--- config.mk ---
export PLATFORM = sky130hd
export DESIGN_NAME = mem_lsu
export DESIGN_NICKNAME = d
export VERILOG_FILES = /design/src/rtl/mem_lsu.sv
export SDC_FILE = /design/constraint.sdc
export NUM_CORES = 1
export LEC_CHECK = 0
export ABC_AREA = 1
export CORE_MARGIN = 2
export CORE_UTILIZATION = 51
export CTS_CLUSTER_SIZE = 28
export DETAILED_ROUTE_END_ITERATION = 10
export HOLD_SLACK_MARGIN = 0.08
export PLACE_DENSITY = 0.83
export SYNTH_ARGS = -nofsm -noshare
export SYNTH_HDL_FRONTEND = slang
export SYNTH_SLANG_ARGS = --single-unit
--- constraint.sdc ---
create_clock -name clk -period 4.56 [get_ports clk]
set_input_delay 1.368 -clock clk [delete_from_list [all_inputs] [get_ports clk]]
set_output_delay 1.368 -clock clk [all_outputs]
set_load 0.005 [all_outputs]
--- src/rtl/mem_lsu.sv ---
// Load/store initiator: latches one pipeline request, checks alignment, drives the memory request until
// acknowledged (or timed out) and returns one registered result per request over a valid/ready handshake.
module mem_lsu #(
    parameter int unsigned ACK_TIMEOUT = 255
) (
    input  logic        clk,
    input  logic        reset_n,
    input  logic        ex_valid,
    output logic        ex_ready,
    input  logic [31:0] ex_addr,
    input  logic        ex_write,
    input  logic [31:0] ex_wdata,
    input  logic [1:0]  ex_width,
    input  logic        ex_extend,
    input  logic [4:0]  ex_rd,
    output logic        wb_valid,
    input  logic        wb_ready,
    output logic [31:0] wb_data,
    output logic [4:0]  wb_rd,
    output logic        wb_store,
    output logic [1:0]  wb_fault,
    output logic        mem_req,
    output logic [31:0] mem_addr,
    output logic        mem_write,
    output logic [31:0] mem_data_in,
    output logic        mem_extend,
    output logic [1:0]  mem_width,
    input  logic        mem_ack,
    input  logic [31:0] mem_data_out
);

    typedef enum logic [1:0] {
        IDLE = 2'd0,
        REQ  = 2'd1,
        DATA = 2'd2,
        RESP = 2'd3
    } state_t;

    localparam logic [1:0]  FAULT_NONE    = 2'b00;
    localparam logic [1:0]  FAULT_ALIGN   = 2'b01;
    localparam logic [1:0]  FAULT_TIMEOUT = 2'b10;
    localparam logic [31:0] CNT_LAST      = 32'(ACK_TIMEOUT - 1);

    state_t      state_q, state_d;
    logic [31:0] addr_q, addr_d;
    logic        write_q, write_d;
    logic [31:0] wdata_q, wdata_d;
    logic [1:0]  width_q, width_d;
    logic        extend_q, extend_d;
    logic [4:0]  rd_q, rd_d;
    logic [31:0] cnt_q, cnt_d;
    logic [31:0] wb_data_q, wb_data_d;
    logic        wb_store_q, wb_store_d;
    logic [1:0]  wb_fault_q, wb_fault_d;
    logic        misaligned;

    // Width 11 is treated as a word access everywhere.
    assign misaligned = (ex_width == 2'b01 && ex_addr[0]) ||
                        (ex_width[1] && ex_addr[1:0] != 2'b00);

    always_comb begin
        state_d    = state_q;
        addr_d     = addr_q;
        write_d    = write_q;
        wdata_d    = wdata_q;
        width_d    = width_q;
        extend_d   = extend_q;
        rd_d       = rd_q;
        cnt_d      = cnt_q;
        wb_data_d  = wb_data_q;
        wb_store_d = wb_store_q;
        wb_fault_d = wb_fault_q;
        case (state_q)
            IDLE: begin
                if (ex_valid) begin
                    addr_d     = ex_addr;
                    write_d    = ex_write;
                    wdata_d    = ex_wdata;
                    width_d    = ex_width;
                    extend_d   = ex_extend;
                    rd_d       = ex_rd;
                    wb_store_d = ex_write;
                    cnt_d      = '0;
                    if (misaligned) begin
                        wb_fault_d = FAULT_ALIGN;
                        wb_data_d  = ex_addr;
                        state_d    = RESP;
                    end else begin
                        wb_fault_d = FAULT_NONE;
                        state_d    = REQ;
                    end
                end
            end
            REQ: begin
                cnt_d = cnt_q + 32'd1;
                // An ack arriving on the expiry cycle still completes normally.
                if (mem_ack) begin
                    if (write_q) begin
                        wb_data_d = '0;
                        state_d   = RESP;
                    end else begin
                        state_d   = DATA;
                    end
                end else if (ACK_TIMEOUT != 0 && cnt_q == CNT_LAST) begin
                    wb_fault_d = FAULT_TIMEOUT;
                    wb_data_d  = addr_q;
                    state_d    = RESP;
                end
            end
            DATA: begin
                wb_data_d = mem_data_out;
                state_d   = RESP;
            end
            RESP: begin
                if (wb_ready) begin
                    state_d = IDLE;
                end
            end
            default: state_d = IDLE;
        endcase
    end

    always_ff @(posedge clk or negedge reset_n) begin
        if (!reset_n) begin
            state_q    <= IDLE;
            addr_q     <= '0;
            write_q    <= 1'b0;
            wdata_q    <= '0;
            width_q    <= '0;
            extend_q   <= 1'b0;
            rd_q       <= '0;
            cnt_q      <= '0;
            wb_data_q  <= '0;
            wb_store_q <= 1'b0;
            wb_fault_q <= '0;
        end else begin
            state_q    <= state_d;
            addr_q     <= addr_d;
            write_q    <= write_d;
            wdata_q    <= wdata_d;
            width_q    <= width_d;
            extend_q   <= extend_d;
            rd_q       <= rd_d;
            cnt_q      <= cnt_d;
            wb_data_q  <= wb_data_d;
            wb_store_q <= wb_store_d;
            wb_fault_q <= wb_fault_d;
        end
    end

    assign ex_ready    = (state_q == IDLE);
    assign wb_valid    = (state_q == RESP);
    assign wb_data     = wb_data_q;
    assign wb_rd       = rd_q;
    assign wb_store    = wb_store_q;
    assign wb_fault    = wb_fault_q;
    assign mem_req     = (state_q == REQ);
    assign mem_addr    = addr_q;
    assign mem_write   = write_q;
    assign mem_data_in = wdata_q;
    assign mem_extend  = extend_q;
    assign mem_width   = width_q;

endmodule
==> PnR_summary.wiki, run 1 <==
{| class="wikitable"
! Metric !! Value
|-
| Part of the power in registers || 0.303
|-
| Post-Place Cell Area || 0.00926 mm^2
|-
| Mean routed wirelength per cell || 16.2 um
|-
| Static Leak || 4.67 nW
|-
| Post-detailed-routing wire length || 21000 um
|-
| Fraction of registers with async set or reset after synthesis || 1.00
|-
| Final Net Count || 1224
|-
| Switching power share of the total || 0.381
|-
| Port Buffer Count || 220
|-
| Share of layout cells above drive strength 1 || 0.0840
|-
| Average footprint of a synthesized cell || 7.74 um^2
|-
| Cts bufs inserted || 17
|-
| Ratio of total power to cell area || 690 mW/mm^2
|-
| Die outline area || 0.0146 mm^2
|-
| # Max-Cap Violations || 0
|-
| Final routed DRC violation total || 0
|-
| Number of levels the H-tree was split into || 4
|-
| Ranking of synthesized cells by area || dfrtp_1 (51%), nand2_1 (21%), o21ai_2 (4.2%)
|-
| Number of gates resized after cts || 0
|-
| Hold-fix buffers at CTS || 0
|-
| Slew Limit Headroom || 0.266
|-
| Worst Slack Setup Final || 1.29 ns
|-
| Overall power after layout || 6.82 mW
|-
| X dimension of the die || 121 um
|-
| I/O pin count || 221
|-
| Clock slew at the register clock pins of the worst setup and hold paths || 0.06 ns
|-
| Area of all placed cells without fillers || 0.00989 mm^2
|-
| Number of detailed-routing iterations run before antenna repair || 5
|-
| Worst Skew || 0.00747 ns
|-
| Worst Path Buf+Inv || 2
|-
| IR drop worst, VDD || 0.466 mV
|-
| Most frequently used flop master after synthesis || dfrtp_1
|-
| Number of global-route vias before repair || 6734
|-
| Distinct cell type count after synthesis || 29
|-
| Setup Buffers After CTS || 0
|-
| GRT overflow || 0
|-
| Master cell of the clock root buffer || clkbuf_16
|-
| Seq cells post-synth || 141
|-
| Total vias in the final route || 6640
|-
| Outcome || finished clean
|-
| Fin crit share || 0.718
|-
| Clock Power Share || 0.218
|-
| Element type at the critical path end || primary output
|-
| Number of instances in the synthesized netlist || 899
|-
| Most frequent cells after synthesis || nand2_1 (397), dfrtp_1 (141), inv_1 (57), nor2_1 (57)
|-
| Path type of the worst min-delay path || flop to flop
|-
| Unrepaired setup endpoints after global routing || false
|-
| Critical path peak fanout || 8
|-
| # fillers || 1008
|-
| Placer Congestion || 0.882
|-
| Layout overhead on the synthesized area || 42.1%
|-
| Clock latency of the later-clocked register in the worst-skew pair || 0.42 ns
|-
| CTS tree || yes
|-
| Fraction of synthesized cell area taken by the top area cell type || 0.507
|-
| Switching power || 2.60 mW
|-
| DPL Wire Length || 14600 um
|-
| Area inside the core boundary || 0.0133 mm^2
|-
| Maximum number of buffers from clock root to sink || 2
|-
| FMAX || 0.306 GHz
|-
| Post-place setup slack || 1.09 ns
|-
| Final Max Tran Viols || 0
|-
| Clock sink total || 141
|-
| Biggest area consumer among synthesized cells || dfrtp_1
|-
| P_int || 4.22 mW
|-
| Final number of hold-violating endpoints || 0
|-
| Initial antenna violation count || 0
|-
| Critical path class || flop to primary output
|-
| Die Height || 121 um
|-
| Peak per-stage delay on the critical path || 0.57 ns
|-
| Setup TNS || 0 ns
|-
| Most common cell in the synthesized netlist || nand2_1
|-
| First-pass GRT wire length || 33400 um
|-
| Arrival @ worst endpoint || 1.90 ns
|-
| Combinational Power Share || 0.479
|-
| Minimum clock period || 3.27 ns
|-
| Final setup viols || 0
|-
| Num rows || 42
|-
| Post-synthesis net count || 1016
|-
| Inserted Diodes || 0
|-
| Synth Cell Area || 0.00696 mm^2
|-
| Synth Warn # || 0
|-
| Worst-Margin Slew || 1.10 ns
|-
| Total global routing track utilization || 0.296
|-
| Count of nets left with antenna violations after detail routing || 0
|-
| Crit path max-delay cell type || clkdlybuf4s50_1
|-
| DRC marker count from the first detailed-route iteration || 599
|-
| Critical path startpoint category || flop
|-
| Drt via density || 5.13
|-
| Cell Chain, Critical Path || inv_1, ha_1, clkdlybuf4s50_1
|-
| Sequential cell area fraction in the yosys report || 0.507
|-
| Largest net degree at the start of global routing || 94
|-
| Initial core utilization || 0.524
|-
| CP top delay family || buffers and inverters
|-
| WP data required || 3.19 ns
|-
| EDFF count, synth || 0
|}
metrics by stage:
| step | std cells | hold slack (ns) | utilization |
|---|---|---|---|
| finish | 1295 | 0.480 | 0.744 |
| detailed placement | 1264 | 0.465 | 0.696 |
| global route | 1295 | 0.498 | 0.744 |
| global placement | 1264 | 0.463 | 0.696 |
| floorplan | 899 | 0.465 | - |
| CTS | 1295 | 0.481 | 0.744 |
path summary, 6_finish.rpt:
| kind | slack (ns) | end | startpoint | cells past startpoint |
|---|---|---|---|---|
| max in group asynchronous | 2.75 | mem_data_in[9]$_DFFE_PN0P_ | reset_n | 2 |
| min in group asynchronous | 1.03 | cnt_q[11]$_DFFE_PN0P_ | reset_n | 1 |
| hold reg to reg | 0.48 | wb_rd[4]$_DFFE_PN0P_ | wb_rd[4]$_DFFE_PN0P_ | 2 |
| setup reg to reg | 2.07 | cnt_q[19]$_DFFE_PN0P_ | state_q[1]$_DFFE_PN0P_ | 9 |
| hold / removal | 0.48 | wb_rd[4]$_DFFE_PN0P_ | wb_rd[4]$_DFFE_PN0P_ | 2 |
| setup / recovery | 1.29 | mem_req | state_q[1]$_DFFE_PN0P_ | 3 |
cell families (layout without fill, tap and decap cells):
kind of cell,Yosys count,in the layout,synth area share
and+or+nand+nor,510,510,0.297
DFF,141,141,0.507
AOI/OAI and AO/OA,140,140,0.119
buffers and inverters,101,321,0.0643
adders and majority gates,7,7,0.0126
tightest hold or removal path: stages (launching register included):
cell	delay (ns)
dfrtp_1	0.34
nand2_1	0.05
nand2_1	0.06
power groups by stage:
stage,Combinational (mW),Clock (mW),Sequential (mW)
floorplan,1.77,0,2.06
global placement,3.18,0,2.06
detailed placement,3.26,0,2.06
CTS,3.29,1.50,2.06
global route,3.59,1.57,2.12
finish,3.27,1.49,2.07
routing by layer:
| layer | vias to the layer above | routed length (um) | track usage |
|---|---|---|---|
| met5 | - | 0 | 0 |
| met4 | 0 | 806 | 0.131 |
| met3 | 49 | 1690 | 0.106 |
| met2 | 246 | 10400 | 0.490 |
| met1 | 3114 | 8060 | 0.345 |
| li1 | 3231 | - | - |
cell type report:
class | count | area, um^2 | area share
multi-input cells | 657 | 2990 | 0.302
flip-flops and latches | 141 | 3530 | 0.357
clock inverters | 9 | 160 | 0.0162
inverters | 62 | 233 | 0.0235
repair buffers | 228 | 2290 | 0.231
clock buffers | 22 | 474 | 0.0479
well taps | 176 | 220 | 0.0223
layout by cell type (no fill, tap or decap), types with 3 or more instances in the layout:
cell type / n
bufinv_16: 4
nand2_1: 396
inv_2: 4
o21ai_2: 33
nand3_2: 3
nand4_1: 3
a21oi_1: 51
clkbuf_8: 3
clkbuf_16: 17
nor3_1: 10
inv_1: 57
ha_1: 7
clkdlybuf4s50_1: 219
clkinv_4: 4
o21ai_0: 51
nand2_2: 5
nand3_1: 23
buf_4: 6
dfrtp_1: 141
nor2_1: 57
nor2_4: 6
sequential cells by signal (all words and copies together), names as in the netlist, 2 cells and up:
name,cells
wb_data,32
cnt_q,32
state_q,2
mem_data_in,32
wb_rd,5
mem_addr,32
mem_width,2
wb_fault,2
No activity file was read; power rests on OpenSTA's default activity.
==> inputs of run 2 (changes only) <==
- CORE_UTILIZATION: 51 -> 42
- PLACE_DENSITY: 0.83 -> 0.72
- clock period: 4.56 -> 2.7 ns (I/O delays scaled with it)
==> run 2 against run 1 <==
- sequential share of layout area decreased by 0.54 points
- critical path depth is the same
- clock skew increased by 0.0032 ns
- register-to-register slack worse by 1.5 ns
- core utilization is 13 points lower
- sequential cell count did not move
- critical path type unchanged
- largest cell class unchanged
==> PnR_summary.wiki, run 2 (synthesis results as in run 1) <==
{| class="wikitable"
! Metric !! Value
|-
| Number of detailed-routing iterations run before antenna repair || 4 (was 5)
|-
| Mean routed wirelength per cell || 15.1 um (was 16.2 um)
|-
| Fin crit share || 0.969
|-
| Layout overhead on the synthesized area || 44.3% (was 42.1%)
|-
| Initial antenna violation count || 0 (unchanged)
|-
| Routing layer with the top usage in global route || met2 (unchanged)
|-
| Final Max Tran Viols || 0 (unchanged)
|-
| Drt via density || 4.81 (was 5.13)
|-
| Port Buffer Count || 220 (unchanged)
|-
| Most frequent cells in the layout || nand2_1 (396), clkdlybuf4s50_1 (218), dfrtp_1 (141) (was nand2_1 (396), clkdlybuf4s50_1 (219), dfrtp_1 (141))
|-
| FF+latch area || 0.00353 mm^2 (unchanged)
|-
| Worst Skew || 0.0107 ns (was 0.00747 ns)
|-
| Number of levels the H-tree was split into || 4 (unchanged)
|-
| I/O pin count || 221 (unchanged)
|-
| Met1 capacity usage during global routing || 0.295 (was 0.345)
|-
| Most common cell after layout, fill and taps aside || nand2_1 (unchanged)
|-
| Number of global-route vias before repair || 6376 (was 6734)
|-
| Master cell of the clock root buffer || clkbuf_16 (unchanged)
|-
| Element type at the critical path end || primary output (unchanged)
|-
| Total vias in the final route || 6513 (was 6640)
|-
| Ratio of total power to cell area || 1140 mW/mm^2 (was 690 mW/mm^2)
|-
| Num rows || 47 (was 42)
|-
| Die Height || 133 um (was 121 um)
|-
| Area inside the core boundary || 0.0164 mm^2 (was 0.0133 mm^2)
|-
| Final number of hold-violating endpoints || 0 (unchanged)
|-
| Clock sink total || 141 (unchanged)
|-
| Final setup viols || 0 (unchanged)
|-
| Combinational Power Share || 0.498 (was 0.479)
|-
| Slew Limit Headroom || 0.557 (was 0.266)
|-
| Unrepaired setup endpoints after global routing || true (was false)
|-
| P_int || 6.99 mW (was 4.22 mW)
|-
| GRT overflow || 0 (unchanged)
|-
| Critical path startpoint category || flop (unchanged)
|-
| First-pass GRT wire length || 33100 um (was 33400 um)
|-
| Critical path peak fanout || 8 (unchanged)
|-
| Die outline area || 0.0176 mm^2 (was 0.0146 mm^2)
|-
| FMAX || 0.382 GHz
|-
| Placer Congestion || 0.813 (was 0.882)
|-
| Total global routing track utilization || 0.238 (was 0.296)
|-
| Worst-Margin Slew || 0.664 ns (was 1.10 ns)
|-
| Final routed DRC violation total || 0 (unchanged)
|-
| Cts bufs inserted || 17 (unchanged)
|-
| Post-place setup slack || 0.191 ns (was 1.09 ns)
|-
| Clock slew at the register clock pins of the worst setup and hold paths || 0.06 ns (about the same)
|-
| Hold-fix buffers at CTS || 0 (unchanged)
|-
| Met2 track demand over resource || 0.388 (was 0.490)
|-
| Minimum clock period || 2.62 ns
|-
| Post-detailed-routing wire length || 20500 um (was 21000 um)
|-
| Clock latency of the later-clocked register in the worst-skew pair || 0.42 ns (about the same)
|-
| # fillers || 1444 (was 1008)
|-
| Arrival @ worst endpoint || 1.81 ns (was 1.90 ns)
|-
| Outcome || finished clean (unchanged)
|-
| Share of layout cells above drive strength 1 || 0.0980 (was 0.0840)
|-
| Maximum number of buffers from clock root to sink || 2 (unchanged)
|-
| Clock Power Share || 0.197 (was 0.218)
|-
| Switching power share of the total || 0.388 (was 0.381)
|-
| Part of the power in registers || 0.305 (was 0.303)
|-
| Multi-input combinational cell area || 0.00299 mm^2 (about the same)
|-
| # Max-Cap Violations || 0 (unchanged)
|-
| Path type of the worst min-delay path || input pin to asynchronous set/reset pin (was flop to flop)
|-
| Worst Slack Setup Final || 0.0839 ns (was 1.29 ns)
|-
| Initial core utilization || 0.424 (was 0.524)
|-
| Overall power after layout || 11.4 mW (was 6.82 mW)
|-
| Count of nets left with antenna violations after detail routing || 0 (unchanged)
|-
| Switching power || 4.44 mW (was 2.60 mW)
|-
| Static Leak || 4.72 nW (was 4.67 nW)
|-
| CTS tree || yes (unchanged)
|-
| Met3 routing resource usage after global routing || 0.0858 (was 0.106)
|-
| Largest net degree at the start of global routing || 56 (was 94)
|-
| X dimension of the die || 133 um (was 121 um)
|-
| Critical path class || flop to primary output (unchanged)
|-
| WP data required || 1.89 ns (was 3.19 ns)
|-
| Inserted Diodes || 0 (unchanged)
|-
| DPL Wire Length || 14800 um (was 14600 um)
|-
| IR drop worst, VDD || 0.772 mV (was 0.466 mV)
|-
| DRC marker count from the first detailed-route iteration || 323 (was 599)
|-
| Final Net Count || 1237 (was 1224)
|}
## run 2: per-stage QoR
| step | utilization | TNS [ns] | hold slack, ns | instance area (um^2) | instances |
|---|---|---|---|---|---|
| global route | 0.612 | -0.0194 | 0.393 | 10000 | 1353 |
| global placement | 0.577 | 0 | 0.461 | 9470 | 1321 |
| CTS | 0.612 | 0 | 0.370 | 10000 | 1353 |
| detailed placement | 0.577 | 0 | 0.464 | 9470 | 1321 |
| floorplan | - | 0 | 0.465 | 6960 | 899 |
| finish | 0.612 | 0 | 0.357 | 10000 | 1353 |
## run 2: per-layer routing
layer | part of all wire | wire length [um] | vias to the layer above
met5 | 0 | 0 | -
met4 | 0.022 | 452 | 0
met3 | 0.079 | 1620 | 28
met2 | 0.49 | 9970 | 177
met1 | 0.41 | 8420 | 3041
li1 | - | - | 3267
## run 2: worst paths after layout
| path | cells past startpoint | endpoint | startpoint | slack, ns |
|---|---|---|---|---|
| max | 3 | mem_req | state_q[1]$_DFFE_PN0P_ | 0.08 |
| min | 1 | mem_addr[6]$_DFFE_PN0P_ | reset_n | 0.36 |
| max reg2reg | 9 | cnt_q[27]$_DFFE_PN0P_ | state_q[1]$_DFFE_PN0P_ | 0.58 |
| min reg2reg | 2 | mem_data_in[8]$_DFFE_PN0P_ | mem_data_in[8]$_DFFE_PN0P_ | 0.48 |
| max in group asynchronous | 2 | mem_addr[5]$_DFFE_PN0P_ | reset_n | 1.74 |
| min in group clk | 2 | mem_data_in[8]$_DFFE_PN0P_ | mem_data_in[8]$_DFFE_PN0P_ | 0.48 |
## run 2: power groups by stage
stage | Clock (mW) | Combinational (mW) | Sequential [mW]
after CTS | 2.29 | 5.77 | 3.49
after global routing | 2.39 | 6.31 | 3.60
after floorplan | 0 | 2.99 | 3.49
after global placement | 0 | 5.65 | 3.49
final | 2.25 | 5.69 | 3.49
after detailed placement | 0 | 5.74 | 3.48
## run 2: layout make-up
cell class	instances	share of cell area
tap	220	0.0274
sequential	141	0.351
clock buffer	18	0.0427
inverter	62	0.0232
clock inverter	14	0.0133
timing repair buffer	241	0.244
multi-input combinational	657	0.298
## run 2: timing repair
item / in CTS / in global routing
setup buffers: 0 / 0
gates resized for setup: 1 / 2
setup endpoints to repair: 1 / 2
## run 2: critical path: stages, from the launching register on
cell and delay [ns]:
dfrtp_1 0.42, inv_1 0.12, ha_2 0.28, clkdlybuf4s50_1 0.56
==> inputs of run 3 (changes only) <==
- GPL_TIMING_DRIVEN: unset -> 0
==> run 3 against run 2 <==
- largest power group unchanged
- sequential cell count stayed put
- core utilization increased by 0.27 points
- critical endpoint unchanged
- via count increased by 2.4%
- die area unchanged
==> PnR_summary.wiki, run 3 (synthesis results as in run 1) <==
{| class="wikitable"
! Metric !! Value
|-
| Outcome || finished clean (unchanged)
|-
| Post-detailed-routing wire length || 21500 um (was 20500 um)
|-
| Mean routed wirelength per cell || 15.6 um (was 15.1 um)
|-
| Most common cell after layout, fill and taps aside || nand2_1 (unchanged)
|-
| Final setup viols || 0 (unchanged)
|-
| Number of gates resized after cts || 1 (unchanged)
|-
| Clock latency of the later-clocked register in the worst-skew pair || 0.43 ns (was 0.42 ns)
|-
| First-pass GRT wire length || 34100 um (was 33100 um)
|-
| Total global routing track utilization || 0.248 (was 0.238)
|-
| Clock Power Share || 0.210 (was 0.197)
|-
| Count of nets left with antenna violations after detail routing || 0 (unchanged)
|-
| Initial antenna violation count || 0 (unchanged)
|-
| P_int || 7.15 mW (was 6.99 mW)
|-
| Setup Buffers After CTS || 0 (unchanged)
|-
| Maximum number of buffers from clock root to sink || 2 (unchanged)
|-
| Switching power || 4.53 mW (was 4.44 mW)
|-
| Initial core utilization || 0.424 (unchanged)
|-
| Register-to-Register Setup Slack || 0.53 ns (was 0.58 ns)
|-
| Post-place setup slack || 0.0433 ns (was 0.191 ns)
|-
| Unrepaired setup endpoints after global routing || true (unchanged)
|-
| Worst Slack Setup Final || 0.0581 ns (was 0.0839 ns)
|-
| Cts bufs inserted || 17 (unchanged)
|-
| Worst hold slack after final layout || 0.314 ns (was 0.357 ns)
|-
| Share of layout cells above drive strength 1 || 0.0894 (was 0.0980)
|-
| Crit path launch || state_q[1]$_DFFE_PN0P_ (unchanged)
|-
| # fillers || 1425 (was 1444)
|-
| Reg2Reg Capture Point || mem_addr[18]$_DFFE_PN0P_ (was cnt_q[27]$_DFFE_PN0P_)
|-
| Num rows || 47 (unchanged)
|-
| GRT overflow || 0 (unchanged)
|-
| Most frequent cells in the layout || nand2_1 (397), clkdlybuf4s50_1 (219), dfrtp_1 (141) (was nand2_1 (396), clkdlybuf4s50_1 (218), dfrtp_1 (141))
|-
| Switching power share of the total || 0.388 (about the same)
|-
| Largest net degree at the start of global routing || 95 (was 56)
|-
| Area inside the core boundary || 0.0164 mm^2 (unchanged)
|-
| Static Leak || 4.72 nW (about the same)
|-
| Number of levels the H-tree was split into || 4 (unchanged)
|-
| DRC marker count from the first detailed-route iteration || 380 (was 323)
|-
| Ratio of total power to cell area || 1160 mW/mm^2 (was 1140 mW/mm^2)
|-
| Final routed DRC violation total || 0 (unchanged)
|-
| IR drop worst, VDD || 0.609 mV (was 0.772 mV)
|-
| Clock sink total || 141 (unchanged)
|-
| Slew Limit Headroom || 0.595 (was 0.557)
|-
| Final Net Count || 1256 (was 1237)
|-
| Clock slew at the register clock pins of the worst setup and hold paths || 0.07 ns (was 0.06 ns)
|-
| Arrival @ worst endpoint || 1.83 ns (was 1.81 ns)
|-
| Final Max Tran Viols || 0 (unchanged)
|-
| Fin crit share || 0.978 (was 0.969)
|-
| Die outline area || 0.0176 mm^2 (unchanged)
|-
| Total vias in the final route || 6668 (was 6513)
|-
| Layout overhead on the synthesized area || 44.9% (was 44.3%)
|-
| X dimension of the die || 133 um (unchanged)
|-
| Element type at the critical path end || primary output (unchanged)
|-
| R2R Path Start || state_q[0]$_DFFE_PN0P_ (was state_q[1]$_DFFE_PN0P_)
|-
| CTS tree || yes (unchanged)
|-
| Minimum clock period || 2.64 ns (was 2.62 ns)
|-
| # Max-Cap Violations || 0 (unchanged)
|-
| Part of the power in registers || 0.299 (was 0.305)
|-
| Drt via density || 4.86 (was 4.81)
|-
| Path type of the worst min-delay path || input pin to asynchronous set/reset pin (unchanged)
|-
| DPL Wire Length || 15400 um (was 14800 um)
|-
| Overall power after layout || 11.7 mW (was 11.4 mW)
|-
| Number of detailed-routing iterations run before antenna repair || 5 (was 4)
|-
| Worst-case reg-to-reg path depth || 7 (was 9)
|-
| Master cell of the clock root buffer || clkbuf_16 (unchanged)
|-
| I/O pin count || 221 (unchanged)
|-
| Worst-Margin Slew || 0.608 ns (was 0.664 ns)
|-
| Combinational Power Share || 0.492 (was 0.498)
|-
| Critical path class || flop to primary output (unchanged)
|-
| Final number of hold-violating endpoints || 0 (unchanged)
|-
| FMAX || 0.379 GHz (was 0.382 GHz)
|-
| Hold-fix buffers at CTS || 0 (unchanged)
|-
| Critical path startpoint category || flop (unchanged)
|-
| Die Height || 133 um (unchanged)
|-
| Worst Skew || 0.0146 ns (was 0.0107 ns)
|-
| Port Buffer Count || 220 (unchanged)
|-
| Number of global-route vias before repair || 6629 (was 6376)
|-
| Placer Congestion || 0.848 (was 0.813)
|-
| Critical path peak fanout || 8 (unchanged)
|-
| WP data required || 1.89 ns (about the same)
|}
## run 3: changes by cell type in the layout (fill, tap and decap cells not counted), moves of 2 or more
cell        before  now
buf_12           7    0
buf_4           14    4
buf_6            1    8
clkbuf_1         1   27
clkbuf_8         0    3
clkinv_4         2    0
clkinvlp_4       5    3
## run 3: layout make-up
cell class	instances	area [um^2]	share of cell area
inverter	62	233	0.0231
clock inverter	12	146	0.0145
timing repair buffer	221	2230	0.221
clock buffer	20	467	0.0463
tap	220	275	0.0273
antenna	1	2.50	0.000248
sequential	141	3530	0.350
buffer	39	215	0.0213
multi-input combinational	657	2990	0.296
## run 3: worst max-delay path, stage by stage, from the launching register on
cell and delay (ns):
dfrtp_1 0.42, inv_1 0.14, ha_2 0.28, clkdlybuf4s50_1 0.57
## run 3: per-stage QoR
stage / util / cell area (um^2) / TNS (ns) / cells
after floorplan: - / 6960 / 0 / 899
after global placement: 0.575 / 9440 / -725.35 / 1339
after detailed placement: 0.577 / 9470 / 0 / 1340
after CTS: 0.615 / 10100 / 0 / 1372
after global routing: 0.615 / 10100 / -0.0279 / 1372
final: 0.615 / 10100 / 0 / 1373
## run 3: per-layer routing
layer / track usage / routed length (um) / up-vias
li1: - / - / 3306
met1: 0.290 / 8590 / 3139
met2: 0.419 / 10600 / 196
met3: 0.102 / 1900 / 27
met4: 0.0765 / 408 / 0
met5: 0 / 0 / -
## run 3: worst max-delay path by stage
stage / slack, ns / depth (start not counted) / endpoint
6_report: 0.06 / 3 / mem_req
5_1_grt: -0.03 / 3 / mem_req
4_1_cts: 0.04 / 3 / ex_ready
3_5_place_dp: 0.04 / 6 / mem_addr[18]$_DFFE_PN0P_
3_3_place_gp: -5.15 / 1 / mem_data_in[6]$_DFFE_PN0P_
2_1_floorplan: 0.94 / 7 / wb_data[10]$_DFFE_PN0P_
## run 3: power groups by stage
stage | clock network [mW] | logic [mW] | registers (mW)
floorplan | 0 | 2.99 | 3.49
global placement | 0 | 5.68 | 3.47
detailed placement | 0 | 5.77 | 3.48
CTS | 2.48 | 5.80 | 3.48
global route | 2.58 | 6.33 | 3.58
finish | 2.45 | 5.74 | 3.49
